==> src/rtl/mac_tx_fcs.sv <==
`default_nettype none
// mac_tx_fcs: Ethernet MAC TX stage; zero-pads short frames and appends the IEEE 802.3 FCS.
// Revision: 1.0
module mac_tx_fcs #(
  parameter int ENABLE_PADDING = 1,
  parameter int MIN_FRAME_LEN  = 60
) (
  input  logic       clk,
  input  logic       srstb,
  input  logic [7:0] s_axis_tdata,
  input  logic       s_axis_tvalid,
  output logic       s_axis_tready,
  input  logic       s_axis_tlast,
  input  logic       s_axis_tuser,
  output logic [7:0] m_axis_tdata,
  output logic       m_axis_tvalid,
  input  logic       m_axis_tready,
  output logic       m_axis_tlast,
  output logic       m_axis_tuser
);

  typedef enum logic [1:0] {
    S_IDLE    = 2'd0,
    S_PAYLOAD = 2'd1,
    S_PAD     = 2'd2,
    S_FCS     = 2'd3
  } state_t;

  state_t      state_q;
  logic [31:0] crc_q;
  logic [15:0] byte_cnt_q;
  logic [1:0]  fcs_idx_q;
  logic        err_q;
  logic [7:0]  tdata_q;
  logic        tvalid_q;
  logic        tlast_q;
  logic        tuser_q;

  // Byte-wide CRC-32 step: LSB-first Galois LFSR of 04C11DB7, i.e. the reflected polynomial EDB88320.
  function automatic logic [31:0] crc_step(input logic [31:0] crc, input logic [7:0] data);
    logic [31:0] c;
    c = crc ^ {24'd0, data};
    for (int i = 0; i < 8; i++) begin
      c = c[0] ? ((c >> 1) ^ 32'hEDB88320) : (c >> 1);
    end
    return c;
  endfunction

  logic        w_out_ready;
  logic        w_in_ready;
  logic        w_accept;
  logic [31:0] w_crc_in;
  logic [31:0] w_crc_pad;
  logic [15:0] w_cnt_next;
  logic        w_need_pad;
  logic        w_pad_done;
  logic [31:0] w_fcs;
  logic [7:0]  w_fcs_byte;

  assign w_out_ready = !tvalid_q || m_axis_tready;
  assign w_in_ready  = !srstb && (state_q == S_IDLE || state_q == S_PAYLOAD) && w_out_ready;
  assign w_accept    = s_axis_tvalid && w_in_ready;

  // The first byte of a frame restarts the CRC from all-ones regardless of the stale crc_q.
  assign w_crc_in   = crc_step((state_q == S_IDLE) ? 32'hFFFFFFFF : crc_q, s_axis_tdata);
  assign w_crc_pad  = crc_step(crc_q, 8'h00);
  assign w_cnt_next = (state_q == S_IDLE) ? 16'd1 :
                      (byte_cnt_q == 16'hFFFF) ? byte_cnt_q : byte_cnt_q + 16'd1;
  assign w_need_pad = (ENABLE_PADDING != 0) && ({16'd0, w_cnt_next} < 32'(MIN_FRAME_LEN));
  assign w_pad_done = {16'd0, w_cnt_next} >= 32'(MIN_FRAME_LEN);

  assign w_fcs = ~crc_q;
  always_comb begin
    w_fcs_byte = w_fcs[7:0];
    case (fcs_idx_q)
      2'd0:    w_fcs_byte = w_fcs[7:0];
      2'd1:    w_fcs_byte = w_fcs[15:8];
      2'd2:    w_fcs_byte = w_fcs[23:16];
      default: w_fcs_byte = w_fcs[31:24];
    endcase
  end

  always_ff @(posedge clk) begin
    if (srstb) begin
      state_q    <= S_IDLE;
      crc_q      <= 32'hFFFFFFFF;
      byte_cnt_q <= 16'd0;
      fcs_idx_q  <= 2'd0;
      err_q      <= 1'b0;
      tdata_q    <= 8'd0;
      tvalid_q   <= 1'b0;
      tlast_q    <= 1'b0;
      tuser_q    <= 1'b0;
    end else begin
      // A consumed output slot empties unless one of the branches below refills it.
      if (w_out_ready) begin
        tvalid_q <= 1'b0;
        tlast_q  <= 1'b0;
        tuser_q  <= 1'b0;
      end
      case (state_q)
        S_IDLE, S_PAYLOAD: begin
          if (state_q == S_IDLE) begin
            byte_cnt_q <= 16'd0;
          end
          if (w_accept) begin
            tdata_q    <= s_axis_tdata;
            tvalid_q   <= 1'b1;
            crc_q      <= w_crc_in;
            byte_cnt_q <= w_cnt_next;
            fcs_idx_q  <= 2'd0;
            if (s_axis_tlast) begin
              err_q   <= s_axis_tuser;
              state_q <= w_need_pad ? S_PAD : S_FCS;
            end else begin
              state_q <= S_PAYLOAD;
            end
          end
        end
        S_PAD: begin
          if (w_out_ready) begin
            tdata_q    <= 8'h00;
            tvalid_q   <= 1'b1;
            crc_q      <= w_crc_pad;
            byte_cnt_q <= w_cnt_next;
            if (w_pad_done) begin
              state_q <= S_FCS;
            end
          end
        end
        default: begin
          if (w_out_ready) begin
            tdata_q   <= w_fcs_byte;
            tvalid_q  <= 1'b1;
            fcs_idx_q <= fcs_idx_q + 2'd1;
            if (fcs_idx_q == 2'd3) begin
              tlast_q <= 1'b1;
              tuser_q <= err_q;
              state_q <= S_IDLE;
            end
          end
        end
      endcase
    end
  end

  assign s_axis_tready = w_in_ready;
  assign m_axis_tdata  = tdata_q;
  assign m_axis_tvalid = tvalid_q;
  assign m_axis_tlast  = tlast_q;
  assign m_axis_tuser  = tuser_q;

endmodule
`default_nettype wire

==> config.mk <==
export PLATFORM = sky130hd
export DESIGN_NAME = mac_tx_fcs
export DESIGN_NICKNAME = d
export VERILOG_FILES = /design/src/rtl/mac_tx_fcs.sv
export SDC_FILE = /design/constraint.sdc
export NUM_CORES = 1
export LEC_CHECK = 0
export BUFFER_PORTS_ARGS = -buffer_cell sky130_fd_sc_hd__buf_2
export CAP_MARGIN = 25
export CORE_MARGIN = 2
export CORE_UTILIZATION = 57
export CTS_BUF_LIST = sky130_fd_sc_hd__clkbuf_8 sky130_fd_sc_hd__clkbuf_16
export DETAILED_ROUTE_END_ITERATION = 16
export PLACE_DENSITY = 0.78
export SYNTH_ARGS = -nofsm -noshare
export SYNTH_HDL_FRONTEND = slang
export SYNTH_SLANG_ARGS = --single-unit
export TNS_END_PERCENT = 100
==> constraint.sdc <==
create_clock -name clk -period 2.12 [get_ports clk]
set_input_delay 0.424 -clock clk [delete_from_list [all_inputs] [get_ports clk]]
set_output_delay 0.424 -clock clk [all_outputs]
set_load 0.01 [all_outputs]
==> out/results.tsv <==
stage	metric	value	unit
drt	drtIter0Drc	497	
global_route	overflow	0	
sta	fin_setup_tns	-0.1627	ns
setup_path	path_max_fanout	5	
drt	drc	0	
logic_synthesis	synth_top_family_by_area	XOR/XNOR gates	
sta	tightestPinTransition	0.6403	ns
logic_synthesis	synthCells	657	
logic_synthesis	synth_edf_count	0	
logic_synthesis	synth-simple-area-share	0.1738	
global_route	grt_busiest_layer	met2	
global_route	grt_usage	0.3434	
finish	multi_input_area	0.003897	mm^2
clocking	cts_buffer_depth	2	
floorplanning	rows	35	
pwr	power.density	869.7	mW/mm^2
logic_synthesis	seq_area_frac_synth	0.2412	
sta	final_hold_viol_count	0	
flow_run	timing.max_cap.violations	0	
clocking	clk_latency	0.36	ns
global_route	grt_use_met3	0.04646	
finish	nets	766	
setup_path	crit_family	compound AO/OA/AOI/OAI gates	
finish	drive_above_1_share	0.2580	
logic_synthesis	synth_compound_area_frac	0.2299	
logic_synthesis	synthArstFlopShare	0	
sta	fin_crit	2.283	ns
floorplanning	ios	26	
drt	vias	5509	
logic_synthesis	avgSynthCellArea	8.086	um^2
sta	layout_setup_ws	-0.1627	ns
sta	setup_violations	1	
logic_synthesis	synth_cell_types	61	
placed_design	portBuffers	25	
global_route	grt_max_degree	52	
sta	finalClockSkew	0.01191	ns
floorplanning	die_h	100.5	um
worst_hold_path	hp-class	in -> reg	
setup_path	startpoint	byte_cnt_q[0]$_SDFFE_PP0P_	
sta	relSlewSlack	0.5731	
logic_synthesis	ys_warn_count	0	
floorplanning	start_util	0.5805	
global_route	antenna_found_initial	0	
sta	fmax	0.4381	GHz
clocking	root_buffer	clkbuf_8	
logic_synthesis	muxShareOfSynthArea	0.01390	
global_route	grt_pass1_vias	5246	
run_status	violations	setup timing	
sta	final_max_slew_viol_count	0	
clocking	cts_buffers	9	
pwr	total_power	5768	uW
drt	detail_route.wl_per_cell	20.48	um
finish	diodes	0	
setup_path	path_cells	ha_4 > nand4_1 > buf_4 > nor2_4 > o21a_1 > a21oi_1 > o21ai_0 > a31oi_1 > o31a_1	
floorplanning	core	0.009153	mm^2
floorplanning	die_area	0.01011	mm^2
global_route	gr-usage-met2	0.5669	
sta	fin_crit_sh	1.077	
pwr	leakagePower	0.002621	uW
placed_design	gp_congestion	1.006	
drt	viasPerCell	6.384	
pwr	peakVddDrop	0.4847	mV
setup_path	crit_path_max_incr_delay	0.36	ns
clocking	htree_levels	3	
drt	first_pass_iters	5	
logic_synthesis	synth-adder-area-share	0.01178	
setup_path	critPathRequiredTime	2.36	ns
setup_path	slowest_stage	dfxtp_2	
logic_synthesis	yosysTopAreaCell	dfxtp_1	
sta	rsz0062_at_grt	true	
clocking	cts.sinks	64	
setup_path	crit_buf_inv	1	
logic_synthesis	ys_top_cells_by_area	dfxtp_1, xnor2_1, xor2_1, nor2_1, a211oi_1	
setup_path	reg2reg_from	byte_cnt_q[0]$_SDFFE_PP0P_	
finish	seqCellArea	0.001285	mm^2
logic_synthesis	synth_fp_nets	676	
clocking	tritoncts	yes	
finish	area.growth.synth_to_final	24.85	%
drt	final_antenna_net_count	0	
run_status	status	complete, but fails checks	
drt	drt-total-wl	17670	um
setup_path	path_class	reg -> reg	
clocking	cts.clk_slew.worst_paths	0.08	ns
logic_synthesis	synthFlopType	dfxtp_1	
worst_hold_path	hp-start	s_axis_tuser	
finish	fill_cells	647	
floorplanning	die_w	100.5	um
global_route	grt_use_met1	0.4357	
logic_synthesis	ys_seq_elements	64	
logic_synthesis	syn_area	0.005313	mm^2
finish	finalCoreUtilization	0.7247	
placed_design	hpwl	12290	um
global_route	grt_pass1_wl	26880	um
logic_synthesis	synth_top_area_frac	0.2412	
setup_path	endpoint_kind	flip-flop	
setup_path	startpoint_type	flip-flop	
setup_path	worstPathArrival	2.53	ns
logic_synthesis	synth_xor_area_frac	0.2758	
## cell usage in the layout (no fill, tap or decap), types with 4 or more instances in the layout
| cell type | Yosys | final |
|---|---|---|
| ha_1 | 5 | 4 |
| inv_1 | 12 | 12 |
| nand2b_1 | 4 | 4 |
| xor2_2 | 4 | 7 |
| nand4_1 | 7 | 7 |
| nor2b_1 | 6 | 6 |
| buf_12 | 0 | 5 |
| buf_2 | 9 | 25 |
| clkbuf_8 | 0 | 10 |
| nand3_1 | 21 | 20 |
| nor3_1 | 15 | 14 |
| xnor2_1 | 74 | 69 |
| xor2_1 | 35 | 32 |
| nor2_4 | 2 | 5 |
| xnor2_4 | 5 | 5 |
| dfxtp_1 | 64 | 61 |
| nor2_1 | 73 | 71 |
| a211o_1 | 5 | 5 |
| a22oi_1 | 8 | 8 |
| and3_1 | 5 | 5 |
| xnor3_1 | 9 | 8 |
| o22ai_1 | 7 | 7 |
| nand2_1 | 48 | 48 |
| xnor2_2 | 5 | 10 |
| buf_4 | 3 | 98 |
| o21ai_0 | 24 | 24 |
| a31oi_1 | 10 | 10 |
| a211oi_1 | 32 | 32 |
| o21ai_1 | 13 | 13 |
| or3_1 | 6 | 5 |
| mux2i_1 | 4 | 4 |
| a21oi_1 | 40 | 39 |
| o221ai_1 | 5 | 5 |
| o211ai_1 | 10 | 10 |
## registers in the layout (all words and copies together) (netlist names), named ones only
register,flops
crc_q,32
err_q,1
m_axis_tvalid,1
m_axis_tdata,8
fcs_idx_q,2
state_q,2
byte_cnt_q,16
## synth_stat cells (all sizes together) (4+ instances only)
| library cell | instances |
|---|---|
| or3 | 6 |
| o211ai | 10 |
| nor2b | 6 |
| a211o | 5 |
| xor2 | 39 |
| a22oi | 8 |
| xnor2 | 84 |
| and3 | 5 |
| nand3 | 21 |
| xnor3 | 9 |
| clkbuf | 34 |
| inv | 13 |
| a21oi | 40 |
| buf | 19 |
| mux2i | 4 |
| o21ai | 37 |
| a211oi | 32 |
| o22ai | 7 |
| ha | 5 |
| nand2b | 4 |
| a31oi | 10 |
| o221ai | 5 |
| dfxtp | 64 |
| nand4 | 7 |
| nor3 | 15 |
| nor2 | 77 |
| nand2 | 48 |
## worst paths after layout
| path | end | cells past startpoint | slack, ns |
|---|---|---|---|
| max reg2reg | state_q[0]$_SDFFE_PP0P_ | 9 | -0.16 |
| max | state_q[0]$_SDFFE_PP0P_ | 9 | -0.16 |
| min reg2reg | flip-flop | 2 | 0.49 |
| min | err_q$_SDFFE_PP0P_ | 3 | 0.34 |
## layer usage
metal | wire length, um | vias to the layer above
met5 | 0 | -
met4 | 854 | 0
met3 | 1402 | 77
met2 | 8294 | 313
met1 | 7119 | 2608
li1 | - | 2511
## power breakdown
| group | total (uW) | switching [uW] | internal [uW] |
|---|---|---|---|
| combinational | 2890 | 1490 | 1400 |
| sequential | 1480 | 159 | 1320 |
| clock | 1390 | 571 | 820 |
## cell type report
type	instances	share of cell area
Multi-Input combinational cell	527	0.5876
Sequential cell	64	0.1937
Timing Repair Buffer	132	0.1522
Tap cell	111	0.02094
Clock buffer	10	0.02075
Clock inverter	6	0.01736
Inverter	13	0.007357
## through the flow
stage	hold WS, ns	instance area, um^2	worst slack, ns	cells
2_1_floorplan	0.4541	5331	-0.001973	657
3_3_place_gp	0.4613	6123	-0.07732	834
3_5_place_dp	0.4685	6123	-0.1097	834
4_1_cts	0.3334	6415	-0.01483	852
5_1_grt	0.3521	6633	-0.2704	863
6_report	0.3373	6633	-0.1627	863
## kinds of logic after synthesis
family,count (synthesis)
AOI/OAI and AO/OA,184
xor gates and xnor gates,133
adders and majority gates,5
buffers and inverters,66
DFF,64
muxes,7
and+or+nand+nor,198
## timing repair
action                     in CTS  in global routing
setup endpoints to repair       6                 22
pin swaps                       1                 14
resized for setup               3                 26
setup buffers                   2                 11
cloned                          0                  0
hold buffers                    0                  0
## worst min-delay path, delay by kind of cell
family	cells	cell delay, ns
AND/OR/NAND/NOR	1	0.06
buffers and inverters	1	0.10
AO/OA/AOI/OAI	1	0.06
Note: power is estimated with default switching activity, not from simulation.
